===== config.mk =====
export PLATFORM = sky130hd
export DESIGN_NAME = id_stage
export DESIGN_NICKNAME = d
export VERILOG_FILES = /design/src/rtl/id_stage.sv
export SDC_FILE = /design/constraint.sdc
export NUM_CORES = 1
export LEC_CHECK = 0
export ABC_AREA = 0
export CAP_MARGIN = 20
export CORE_ASPECT_RATIO = 0.6
export CORE_UTILIZATION = 30
export CTS_CLUSTER_DIAMETER = 40
export CTS_CLUSTER_SIZE = 8
export DETAILED_ROUTE_END_ITERATION = 12
export PLACE_DENSITY = 0.6
export REMOVE_ABC_BUFFERS = 1
export SLEW_MARGIN = 40
export SYNTH_ARGS = -nofsm -noshare
export SYNTH_HDL_FRONTEND = slang
export SYNTH_SLANG_ARGS = --single-unit

===== constraint.sdc =====
create_clock -name clk_i -period 1.5 [get_ports clk_i]
set_input_delay 0.15 -clock clk_i [delete_from_list [all_inputs] [get_ports clk_i]]
set_output_delay 0.15 -clock clk_i [all_outputs]
set_load 0.05 [all_outputs]

===== src/rtl/id_stage.sv =====
`default_nettype none
// ============================================================================
// Module      : id_stage (with imhotep_pkg)
// Description : RV32I decode/issue stage. Drives the register-file read
//               addresses, decodes the ALU operation, selects the operands and
//               holds the result in a single-entry ID/EX register with a
//               valid/ready handshake, stall and flush.
// Revision    : 1.0 - initial release
// ============================================================================

package imhotep_pkg;
  localparam int unsigned XLEN = 32;

  typedef enum logic [3:0] {
    ALU_NOP  = 4'd0,
    ALU_ADD  = 4'd1,
    ALU_SUB  = 4'd2,
    ALU_AND  = 4'd3,
    ALU_OR   = 4'd4,
    ALU_XOR  = 4'd5,
    ALU_SLT  = 4'd6,
    ALU_JMPR = 4'd7
  } op_alu_e;
endpackage

module id_stage
  import imhotep_pkg::*;
#(
  parameter int unsigned XLEN       = imhotep_pkg::XLEN,
  parameter int unsigned REG_ADDR_W = 5
) (
  input  logic                  clk_i,
  input  logic                  rst_ni,
  input  logic [31:0]           instr_i,
  input  logic [XLEN-1:0]       pc_i,
  input  logic                  valid_i,
  output logic                  ready_o,
  output logic [REG_ADDR_W-1:0] rs1_addr_o,
  output logic [REG_ADDR_W-1:0] rs2_addr_o,
  input  logic [XLEN-1:0]       rs1_data_i,
  input  logic [XLEN-1:0]       rs2_data_i,
  input  logic                  flush_i,
  output logic                  valid_o,
  input  logic                  ready_i,
  output logic [XLEN-1:0]       in1_o,
  output logic [XLEN-1:0]       in2_o,
  output logic [XLEN-1:0]       pc_o,
  output op_alu_e               op_o,
  output logic [REG_ADDR_W-1:0] rd_addr_o,
  output logic                  rd_we_o,
  output logic                  illegal_o
);

  localparam logic [6:0] c_opc_op     = 7'b0110011;
  localparam logic [6:0] c_opc_op_imm = 7'b0010011;
  localparam logic [6:0] c_opc_lui    = 7'b0110111;
  localparam logic [6:0] c_opc_auipc  = 7'b0010111;
  localparam logic [6:0] c_opc_jal    = 7'b1101111;
  localparam logic [6:0] c_opc_jalr   = 7'b1100111;
  localparam logic [6:0] c_opc_load   = 7'b0000011;
  localparam logic [6:0] c_opc_store  = 7'b0100011;
  localparam logic [6:0] c_opc_branch = 7'b1100011;

  // Instruction fields
  logic [6:0] w_opc;
  logic [2:0] w_f3;
  logic [6:0] w_f7;
  logic [REG_ADDR_W-1:0] w_rd;

  assign w_opc = instr_i[6:0];
  assign w_f3  = instr_i[14:12];
  assign w_f7  = instr_i[31:25];
  assign w_rd  = instr_i[11:7];

  assign rs1_addr_o = instr_i[19:15];
  assign rs2_addr_o = instr_i[24:20];

  // Sign-extended immediates (bit 31 is always the immediate sign)
  logic [XLEN-1:0] w_imm_i;
  logic [XLEN-1:0] w_imm_s;
  logic [XLEN-1:0] w_imm_u;
  logic [XLEN-1:0] w_imm_j;

  assign w_imm_i = {{(XLEN-12){instr_i[31]}}, instr_i[31:20]};
  assign w_imm_s = {{(XLEN-12){instr_i[31]}}, instr_i[31:25], instr_i[11:7]};
  assign w_imm_u = {{(XLEN-31){instr_i[31]}}, instr_i[30:12], 12'h000};
  assign w_imm_j = {{(XLEN-20){instr_i[31]}}, instr_i[19:12], instr_i[20],
                    instr_i[30:21], 1'b0};

  // Decoded bundle
  op_alu_e         w_op;
  logic [XLEN-1:0] w_in1;
  logic [XLEN-1:0] w_in2;
  logic            w_we;
  logic            w_ill;

  // Decode opcode/funct fields into ALU op, operands and writeback enable
  always_comb begin
    w_op  = ALU_NOP;
    w_in1 = '0;
    w_in2 = '0;
    w_we  = 1'b0;
    w_ill = 1'b1;
    case (w_opc)
      c_opc_op: begin
        w_ill = 1'b0;
        w_we  = 1'b1;
        w_in1 = rs1_data_i;
        w_in2 = rs2_data_i;
        case ({w_f7, w_f3})
          {7'h00, 3'b000}: w_op = ALU_ADD;
          {7'h20, 3'b000}: w_op = ALU_SUB;
          {7'h00, 3'b111}: w_op = ALU_AND;
          {7'h00, 3'b110}: w_op = ALU_OR;
          {7'h00, 3'b100}: w_op = ALU_XOR;
          {7'h00, 3'b010}: w_op = ALU_SLT;
          default:         w_ill = 1'b1;
        endcase
      end
      c_opc_op_imm: begin
        w_ill = 1'b0;
        w_we  = 1'b1;
        w_in1 = rs1_data_i;
        w_in2 = w_imm_i;
        case (w_f3)
          3'b000:  w_op = ALU_ADD;
          3'b111:  w_op = ALU_AND;
          3'b110:  w_op = ALU_OR;
          3'b100:  w_op = ALU_XOR;
          3'b010:  w_op = ALU_SLT;
          default: w_ill = 1'b1;
        endcase
      end
      c_opc_lui: begin
        w_ill = 1'b0;
        w_we  = 1'b1;
        w_op  = ALU_ADD;
        w_in2 = w_imm_u;
      end
      c_opc_auipc: begin
        w_ill = 1'b0;
        w_we  = 1'b1;
        w_op  = ALU_ADD;
        w_in1 = pc_i;
        w_in2 = w_imm_u;
      end
      c_opc_jal: begin
        w_ill = 1'b0;
        w_we  = 1'b1;
        w_op  = ALU_ADD;
        w_in1 = pc_i;
        w_in2 = w_imm_j;
      end
      c_opc_jalr: begin
        w_ill = (w_f3 != 3'b000);
        w_we  = 1'b1;
        w_op  = ALU_JMPR;
        w_in1 = rs1_data_i;
        w_in2 = w_imm_i;
      end
      c_opc_load: begin
        w_ill = !(w_f3 inside {3'b000, 3'b001, 3'b010, 3'b100, 3'b101});
        w_we  = 1'b1;
        w_op  = ALU_ADD;
        w_in1 = rs1_data_i;
        w_in2 = w_imm_i;
      end
      c_opc_store: begin
        w_ill = !(w_f3 inside {3'b000, 3'b001, 3'b010});
        w_op  = ALU_ADD;
        w_in1 = rs1_data_i;
        w_in2 = w_imm_s;
      end
      c_opc_branch: begin
        w_ill = !(w_f3 inside {3'b000, 3'b001});
        w_op  = ALU_SUB;
        w_in1 = rs1_data_i;
        w_in2 = rs2_data_i;
      end
      default: w_ill = 1'b1;
    endcase

    // Unsupported encodings issue as an inert bubble flagged illegal
    if (w_ill) begin
      w_op  = ALU_NOP;
      w_in1 = '0;
      w_in2 = '0;
      w_we  = 1'b0;
    end

    // Writes to x0 are architecturally discarded
    if (w_rd == '0) begin
      w_we = 1'b0;
    end
  end

  // ID/EX register
  logic                  r_valid;
  logic [XLEN-1:0]       r_in1;
  logic [XLEN-1:0]       r_in2;
  logic [XLEN-1:0]       r_pc;
  op_alu_e               r_op;
  logic [REG_ADDR_W-1:0] r_rd;
  logic                  r_we;
  logic                  r_ill;
  logic                  w_load;

  assign ready_o = !r_valid || ready_i;
  assign w_load  = valid_i && ready_o;

  // Pipeline register: flush beats load, load beats drain, otherwise hold
  always_ff @(posedge clk_i or negedge rst_ni) begin
    if (!rst_ni) begin
      r_valid <= 1'b0;
      r_in1   <= '0;
      r_in2   <= '0;
      r_pc    <= '0;
      r_op    <= ALU_NOP;
      r_rd    <= '0;
      r_we    <= 1'b0;
      r_ill   <= 1'b0;
    end else if (flush_i) begin
      r_valid <= 1'b0;
    end else if (w_load) begin
      r_valid <= 1'b1;
      r_in1   <= w_in1;
      r_in2   <= w_in2;
      r_pc    <= pc_i;
      r_op    <= w_op;
      r_rd    <= w_rd;
      r_we    <= w_we;
      r_ill   <= w_ill;
    end else if (ready_i) begin
      r_valid <= 1'b0;
    end
  end

  assign valid_o   = r_valid;
  assign in1_o     = r_in1;
  assign in2_o     = r_in2;
  assign pc_o      = r_pc;
  assign op_o      = r_op;
  assign rd_addr_o = r_rd;
  assign rd_we_o   = r_we;
  assign illegal_o = r_ill;

endmodule

`default_nettype wire


### After elaboration in Yosys (flattened, before gate mapping)

Cells that the tools add are included.

| word-level totals | value |
|---|---|
| memory bits (writable) | 0 |
| output and inout port bits | 119 |
| ROM bits | 0 |
| input bits | 133 |
| register bits | 108 |
| bits in latches | 0 |
| memories kept | 0 |

| operators by class | value |
|---|---|
| bitwise logic cells | 1 |
| mux-type cells | 17 |
| shifts and indexed selects | 0 |
| reduce and logical (&&, ||, !) cells | 25 |
| multipliers | 0 |
| $add $sub $neg | 0 |
| equal/unequal tests | 20 |
| magnitude comparators | 0 |
| divide/modulo/power cells | 0 |

Operators with widths:

| operator | count |
|---|---|
| case mux 32 bit (5 select lines) | 1 |
| 2-to-1 mux 32 bit | 2 |
| case mux 32 bit (2 select lines) | 1 |
| equality test 10 x 3 -> 1 bit, second input constant | 3 |
| case mux 3 bit (5 select lines) | 2 |
| equality test 7 x 6 -> 1 bit, second input constant | 3 |
| equality test 7 bit, second input constant | 3 |
| case mux 3 bit (6 select lines) | 1 |
| equality test 7 x 5 -> 1 bit, second input constant | 2 |
| equality test 3 bit, second input constant | 4 |
| OR reduction 6 bit | 2 |
| equality test 10 x 2 -> 1 bit, second input constant | 1 |
| equality test 10 x 9 -> 1 bit, second input constant | 1 |
| zero test 10 bit | 1 |
| OR reduction 5 bit | 2 |
| nonzero test 3 bit | 3 |
| 2-to-1 mux 1 bit | 8 |
| equality test 7 x 2 -> 1 bit, second input constant | 1 |
| case mux 1 bit (7 select lines) | 1 |
| OR reduction 7 bit | 1 |
| OR reduction 2 bit | 3 |
| OR reduction 3 bit | 2 |
| zero test 5 bit | 1 |
| nonzero test 5 bit | 1 |
| other kinds (10) | 13 |

### Longest topological paths before layout

Gate-level depths: netlist of run 1.

| depth | value |
|---|---|
| word-level depth | 6 |
| gate-level depth with buffers | 9 |

### Worst setup path after synthesis of run 1

Ideal clock, no wire load.

| timing path | value |
|---|---|
| kind | register -> register |
| from | register r_valid (netlist: valid_o) |
| to | register r_in1[10] (netlist: in1_o[10]) |
| path buffers | 2 |
| slack | -0.707 ns |
| arrival time | 2.132 ns |
| data required time | 1.426 ns |
| clock period less this slack | 2.207 ns |
| cell stages (with the launch flop) | 8 |
| path through | dfrtp_1 nor2b_1 inv_1 nand3b_1 clkbuf_1 clkbuf_1 nand2_1 o21ai_2 |

| on the way | value |
|---|---|
| cells in the longest elaborated chain, start to end | 4 |

Ends and longest elaborated chain:

| item | line | text |
|---|---|---|
| start: declaration | 198 | `logic r_valid;` |
| start signal: assignment | 214 | `r_valid <= 1'b0;` |
| start signal: assignment | 223 | `r_valid <= 1'b0;` |
| start signal: assignment | 225 | `r_valid <= 1'b1;` |
| zero test 1 bit | 208 | `assign ready_o = !r_valid \|\| ready_i;` |
| logical OR 1 bit | 208 |  |
| via ready_o | 37 | `output logic ready_o,` |
| logical AND 1 bit | 209 | `assign w_load = valid_i && ready_o;` |
| AND reduction 2 bit (no source line) | -- |  |
| end signal: assignment | 226 | `r_in1 <= w_in1;` |
| end: declaration | 199 | `logic [XLEN-1:0] r_in1;` |

The timed path passes the listed nets, and every way through them passes these cells.
A chain may end at the register's enable or synchronous reset.

### Final worst setup path of run 1

| timing path | value |
|---|---|
| from | register r_valid (netlist: valid_o) |
| to | register r_in2[15] (netlist: in2_o[15]) |

| on the way | value |
|---|---|
| cells in the longest elaborated chain, start to end | 4 |

Ends and longest elaborated chain:

| item | line | text |
|---|---|---|
| zero test 1 bit | 208 |  |
| logical OR 1 bit | 208 |  |
| logical AND 1 bit | 209 |  |
| AND reduction 2 bit (no source line) | -- |  |
| end signal: assignment | 227 | `r_in2 <= w_in2;` |
| end: declaration | 200 | `logic [XLEN-1:0] r_in2;` |

Every way passes these cells.

==> qor.yml, run 1 <==
nets: 930
switching_share_pct: 31.1
grt-ovfl-total: 0
power.density_nw_per_um2: 899
synth_top_cell_by_area: "dfrtp_1"
r2r_start: "valid_o"
clk_pin_slew_ps: 70
wl_per_cell_um: 19.2
die_area_um2: 18300
initial_core_util_pct: 30.9
vdd_drop_max_uv: 562
worst_setup_path_end_kind: "flip-flop"
hold_viol_final: 0
syn_to_final_growth_pct: 71.2
design_area_um2: 9110
gp_congestion: 0.879
r2r_slack_ps: -220
drtIter0Drc: 330
grt_max_degree: 60
hold_slack_ps: 342
status: "finished with violations"
grt_usage_pct: 21.8
clock_latency_ps: 340
ys.flop_type: "dfrtp_1"
synth_area_um2: 5320
cp-start-kind: "flip-flop"
r2r_cells: 7
synthArstFlopShare_pct: 100
arrival_ps: 1980
antenna_found_initial: 0
rows: 37
fillers: 1535
fmax_mhz: 581
drv_cap: 0
required_ps: 1760
drc: 0
die_w_um: 174
ys_types: 52
rsz0062_at_grt: "true"
p_leak_nw: 4.12
skew_ps: 5.91
viasPerCell: 5.04
io_pins: 252
ys_warn_count: 0
maxSlewViolCount: 0
yosysSeqAreaShare_pct: 50.3
place_area_um2: 8270
grt_pass1_wl_um: 30900
ys_ff_latch: 107
p_int_mw: 5.64
path_class: "reg2reg"
r2r-end: "in2_o[15]"
cts_tree: "built"
layout_min_cycle_time_ps: 1720
synthTopCellsByArea: "dfrtp_1 50%, mux2_2 7.8%, a22oi_1 5.9%"
drive_above_1_share_pct: 37.5
diodes: 0
vias: 5213
violations: "negative setup slack"
antenna_left: 0
synth_top_area_share_pct: 50.3
dr.pass1.iters: 4
io_buffer_count: 250
netlist_instances: 503
cts_buffers: 9
p_sw_mw: 2.54
hold_path_class: "in2async"
syn_area_per_cell_um2: 10.6
root_buffer: "clkbuf_16"
synth_edf_count: 0
grt_pass1_vias: 5361
cts.sinks: 107
power_frac_comb_pct: 29.5
worst_slack_ps: -222
clockBufferDepth: 2
wl_um: 19800
core_um2: 17200
dp_hpwl_um: 14200
setup_viol: 107
critPathMaxFanout: 24
p_seq_share_pct: 38.8
p_clk_share_pct: 31.7
finalCritPeriodShare_pct: 115
htree_levels: 3
die_h_um: 105
[worst max path at each step]
| stage | start | endpoint | slack [ps] |
|---|---|---|---|
| floorplan | valid_o | pc_o[0] | -2710 |
| global placement | instr_i[26] | in2_o[15] | -630 |
| detailed placement | instr_i[26] | in2_o[15] | -670 |
| CTS | valid_o | in2_o[15] | -220 |
| global route | valid_o | in2_o[19] | -290 |
| finish | valid_o | in2_o[15] | -220 |
[per-stage QoR]
stage / TNS [ps] / worst slack [ps] / cells / utilization, % / power, mW
after detailed placement: -52160 / -671 / 999 / 48.0 / 5.39
after CTS: -14920 / -223 / 1036 / 52.9 / 8.28
after floorplan: -262490 / -2710 / 448 / - / 4.22
final: -14880 / -222 / 1035 / 52.9 / 8.19
after global placement: -48970 / -635 / 999 / 48.0 / 5.37
after global routing: -21420 / -291 / 1035 / 52.9 / 8.51
[what timing repair did]
action | CTS | global route
buffers inserted | 14 | 1
endpoints found under the hold margin | 107 | 0
cloned | 8 | 0
resized for setup | 81 | 16
hold buffers | 1 | 0
endpoints found under the setup margin | 107 | 106
pin swaps | 5 | 1
[critical path: stages (launching register included)]
cell and delay (ps):
dfrtp_1 380, nor2b_4 140, nor4b_2 250, buf_4 150, and4_4 240, nand3_4 110
buf_12 190, o21ai_1 160
[cell usage after synthesis, types with 2 or more instances]
cell,count
nand4b_1,2
clkbuf_1,24
a21oi_1,7
and4_1,2
nand2_1,82
nor2b_1,5
mux2i_1,5
buf_4,15
inv_1,3
a221oi_2,3
nand4_1,3
a221oi_1,17
xnor2_1,3
o31ai_1,2
o22ai_1,2
nor2_1,10
and3b_1,2
o21ai_2,19
nor3_1,2
nand3b_1,2
o21ai_0,26
buf_6,10
mux2_2,37
dfrtp_1,107
and3_1,4
buf_2,5
and2_1,2
o21ai_1,31
a22o_1,3
nor4b_1,2
a211oi_1,2
o21a_1,3
a22oi_1,42
[cell families after synthesis]
| group | Yosys count | synth area share [%] |
|---|---|---|
| mux | 42 | 8.77 |
| other cells | 1 | 0.0705 |
| compound gates | 165 | 21.9 |
| flops | 107 | 50.3 |
| xor+xnor | 3 | 0.494 |
| simple gates | 127 | 11.7 |
| buf+inv | 58 | 6.70 |
[routing by layer]
layer / global-route usage (%) / vias up / share of wire [%]
met5: 0 / - / 0
met4: 4.45 / 0 / 1.0
met3: 6.37 / 12 / 8.5
met2: 34.3 / 226 / 45
met1: 29.6 / 2553 / 46
li1: - / 2422 / -
[sequential cells by signal, indices dropped and copies added (netlist names)]
name and count:
rd_we_o 1, in2_o 32, in1_o 32, pc_o 32, illegal_o 1, valid_o 1, rd_addr_o 5, op_o 3
[power by group through the flow]
stage	Combinational, mW	Sequential [mW]	Clock [mW]
2_1_floorplan	0.363	3.86	0
3_3_place_gp	2.16	3.21	0
3_5_place_dp	2.17	3.22	0
4_1_cts	2.41	3.17	2.69
5_1_grt	2.52	3.20	2.80
6_report	2.41	3.18	2.60
[layout make-up]
cell class	instances	area [um^2]	share of cell area [%]
Timing Repair Buffer	338	3320	36.4
Sequential cell	107	2680	29.4
Multi-Input combinational cell	338	2490	27.3
Tap cell	234	293	3.21
Clock buffer	9	225	2.47
Clock inverter	6	95.1	1.04
Inverter	3	11.3	0.124
[placed cells by master, fill, tap and decap left out, types with 3 or more instances in the layout]
cell type and count:
dfrtp_1 107, clkbuf_16 9, o21ai_1 42, a22o_1 3, nand4_1 3, xnor2_1 3, nor2_1 9, a21oi_1 6
and3_1 3, buf_16 5, inv_6 3, o21ai_0 11, mux2_4 37, dlygate4sd2_1 14, o21ai_2 23, a221oi_1 17
o21a_1 3, mux2i_1 5, a22oi_1 42, buf_12 23, nor2b_1 4, nand2_1 82, clkdlybuf4s50_1 117, buf_6 4
a221oi_2 3, buf_4 169
No activity file was read; power rests on OpenSTA's default activity.
==> run 2, diff against run 1 <==
--- a/config.mk
+++ b/config.mk
@@ -5,14 +5,15 @@
 export SDC_FILE = /design/constraint.sdc
 export NUM_CORES = 1
 export LEC_CHECK = 0
-export ABC_AREA = 0
+export ABC_AREA = 1
 export CAP_MARGIN = 20
 export CORE_ASPECT_RATIO = 0.6
-export CORE_UTILIZATION = 30
+export CORE_UTILIZATION = 38
 export CTS_CLUSTER_DIAMETER = 40
 export CTS_CLUSTER_SIZE = 8
 export DETAILED_ROUTE_END_ITERATION = 12
-export PLACE_DENSITY = 0.6
+export PLACE_DENSITY = 0.73
+export RECOVER_POWER = 25
 export REMOVE_ABC_BUFFERS = 1
 export SLEW_MARGIN = 40
 export SYNTH_ARGS = -nofsm -noshare
==> run 2 against run 1 <==
The flow now finishes without violations; cell count increased by 25%; utilization increased by 9.9 points; sequential share of layout area decreased by 0.064 points; sequential cell count unchanged; critical endpoint is now in1_o[26]; highest routed layer unchanged.
==> qor.yml, run 2 <==
status: "completed"
grt-ovfl-total: 0
gp_congestion: 0.912
p_seq_share_pct: 41.2
min_path_cells: 5
yosysSeqAreaShare_pct: 47.2
wl_um: 20300
hold_path_class: "in2reg"
synthArstFlopShare_pct: 100
synth_edf_count: 0
r2r_cells: 7
dr.pass1.iters: 5
root_buffer: "clkbuf_16"
synthTopCellsByArea: "dfrtp_1 47%, nand2_1 28%, nand3_1 8.4%"
yosys.area_share.adder_pct: 0
p_sw_mw: 2.54
path_class: "in2reg"
hold_viol_final: 0
clockBufferDepth: 2
design_area_um2: 9130
ys_types: 26
switching_share_pct: 33.4
p_leak_nw: 5.06
relSlewSlack_pct: 59.1
skew_ps: 8.24
fin_util_pct: 62.7
synth_area_um2: 5670
clk_pin_slew_ps: 80
grt_usage_pct: 26.8
synth_top_cell_by_area: "dfrtp_1"
die_h_um: 96.6
vias: 6389
antenna_left: 0
layout_commonest_cell: "nand2_1"
io_pins: 252
viasPerCell: 4.93
grt_max_degree: 66
drtIter0Drc: 398
rows: 34
arrival_ps: 1700
drc: 0
htree_levels: 3
ys_warn_count: 0
place_area_um2: 8590
ys_ff_latch: 107
cts.sinks: 107
final_cell_mix: "411 x nand2_1, 160 x buf_4, 114 x clkdlybuf4s50_1, 107 x dfrtp_1, 92 x nand3_1"
ys.flop_type: "dfrtp_1"
required_ps: 1790
netlist_instances: 815
ff_latch_area_um2: 2680
critPathMaxFanout: 9
p_clk_share_pct: 31.6
place_ws_ps: -604
core_um2: 14500
synth_xor_area_share_pct: 0
worst_slack_ps: 84.9
cts_tree: "built"
synth_compound_area_share_pct: 4.34
worst_slew_pin_slew_ps: 613
worst_setup_path_end_kind: "flip-flop"
p_int_mw: 5.06
setup_viol: 0
synth_top_family_by_area: "simple AND/OR/NAND/NOR gates"
syn_area_per_cell_um2: 6.96
multi_input_area_um2: 2720
die_w_um: 160
fmax_mhz: 707
cp-start-kind: "input pin"
synthSimpleGateAreaFrac_pct: 41.2
synthMuxAreaShare_pct: 0
nets: 1227
diodes: 0
antenna_found_initial: 0
syn_to_final_growth_pct: 60.9
initial_core_util_pct: 39.0
hold_slack_ps: 250
yosysMostFrequentCell: "nand2_1"
vdd_drop_max_uv: 633
drv_cap: 0
fillers: 1334
power.density_nw_per_um2: 832
drive_above_1_share_pct: 23.7
dp_hpwl_um: 14500
finalCritPeriodShare_pct: 94.3
layout_min_cycle_time_ps: 1420
clock_latency_ps: 350
synth_top_area_share_pct: 47.2
die_area_um2: 15400
grt_pass1_wl_um: 33000
wl_per_cell_um: 15.7
synth_commonest_cells: "420 x nand2_1, 107 x dfrtp_1, 95 x nand3_1, 42 x nor2_1, 30 x inv_1"
grt_pass1_vias: 6240
maxSlewViolCount: 0
cts_buffers: 9
power_frac_comb_pct: 27.2
io_buffer_count: 250
run 2: changes by cell type after synthesis, sizes merged, moves of 5 or more:
| cell | before | now |
|---|---|---|
| nor2 | 10 | 45 |
| a22oi | 42 | 11 |
| o21ai | 76 | 11 |
| a221oi | 20 | 0 |
| mux2i | 5 | 0 |
| mux2 | 37 | 0 |
| a21oi | 7 | 18 |
| nand2 | 82 | 421 |
| inv | 3 | 34 |
| nand4 | 3 | 10 |
| nor2b | 5 | 0 |
| nand3 | 2 | 96 |
run 2: logic make-up (layout without fill, tap and decap cells):
| family | Yosys count | count (layout) |
|---|---|---|
| DFF | 107 | 107 |
| AOI/OAI and AO/OA | 42 | 42 |
| other | 1 | 1 |
| and+or+nand+nor | 576 | 576 |
| buffers and inverters | 89 | 373 |
run 2: final timing paths:
kind | startpoint | endpoint | slack, ps
max in group asynchronous | rst_ni | in2_o[10] | 330
min in group asynchronous | rst_ni | in1_o[5] | 340
hold reg to reg | pc_o[10] | pc_o[10] | 480
hold / removal | instr_i[30] | in2_o[10] | 250
setup / recovery | instr_i[25] | in1_o[26] | 80
setup reg to reg | valid_o | illegal_o | 140
run 2: layout make-up:
cell class / instances / area share (%)
timing repair buffer: 323 / 33.4
multi-input combinational: 619 / 29.8
sequential: 107 / 29.3
tap: 198 / 2.71
clock buffer: 10 / 2.62
inverter: 34 / 1.45
clock inverter: 6 / 0.631
run 2: routing by layer:
layer  part of all wire, %  track usage [%]  up-vias
met4                  0.74             4.88        0
met1                    47             38.5     2989
met2                    43             39.9      272
met5                     0                0        -
met3                   9.4             8.40       11
li1                      -                -     3117
run 2: timing repair:
item | in CTS | in global routing
gates cloned | 2 | 1
resized for setup | 53 | 34
pin swaps | 11 | 14
endpoints found under the setup margin | 69 | 71
hold buffers | 1 | 0
endpoints found under the hold margin | 22 | 0
buffers inserted | 6 | 3
run 2: metrics by stage:
stage          TNS, ps  power (mW)  instances
2_1_floorplan  -802630        4.09        760
3_3_place_gp    -43450        5.19       1268
4_1_cts              0        7.66       1293
6_report             0        7.60       1297
3_5_place_dp    -43090        5.19       1268
5_1_grt          -27.8        7.93       1297
run 2: power by group through the flow:
stage	Combinational [mW]	Sequential (mW)	Clock [mW]
6_report	2.06	3.13	2.40
5_1_grt	2.19	3.16	2.59
4_1_cts	2.05	3.13	2.48
3_5_place_dp	2.01	3.18	0
3_3_place_gp	2.00	3.19	0
2_1_floorplan	0.341	3.75	0
run 2: worst max-delay path: stages:
cell and delay (ps):
dlygate4sd2_1 300, inv_2 90, nand2_1 80, nor2_2 140
o211ai_1 120, nand2_1 110, nor2_2 50, nor2_4 140
buf_6 120, bufbuf_16 260, nand3_1 80, nand2_1 60
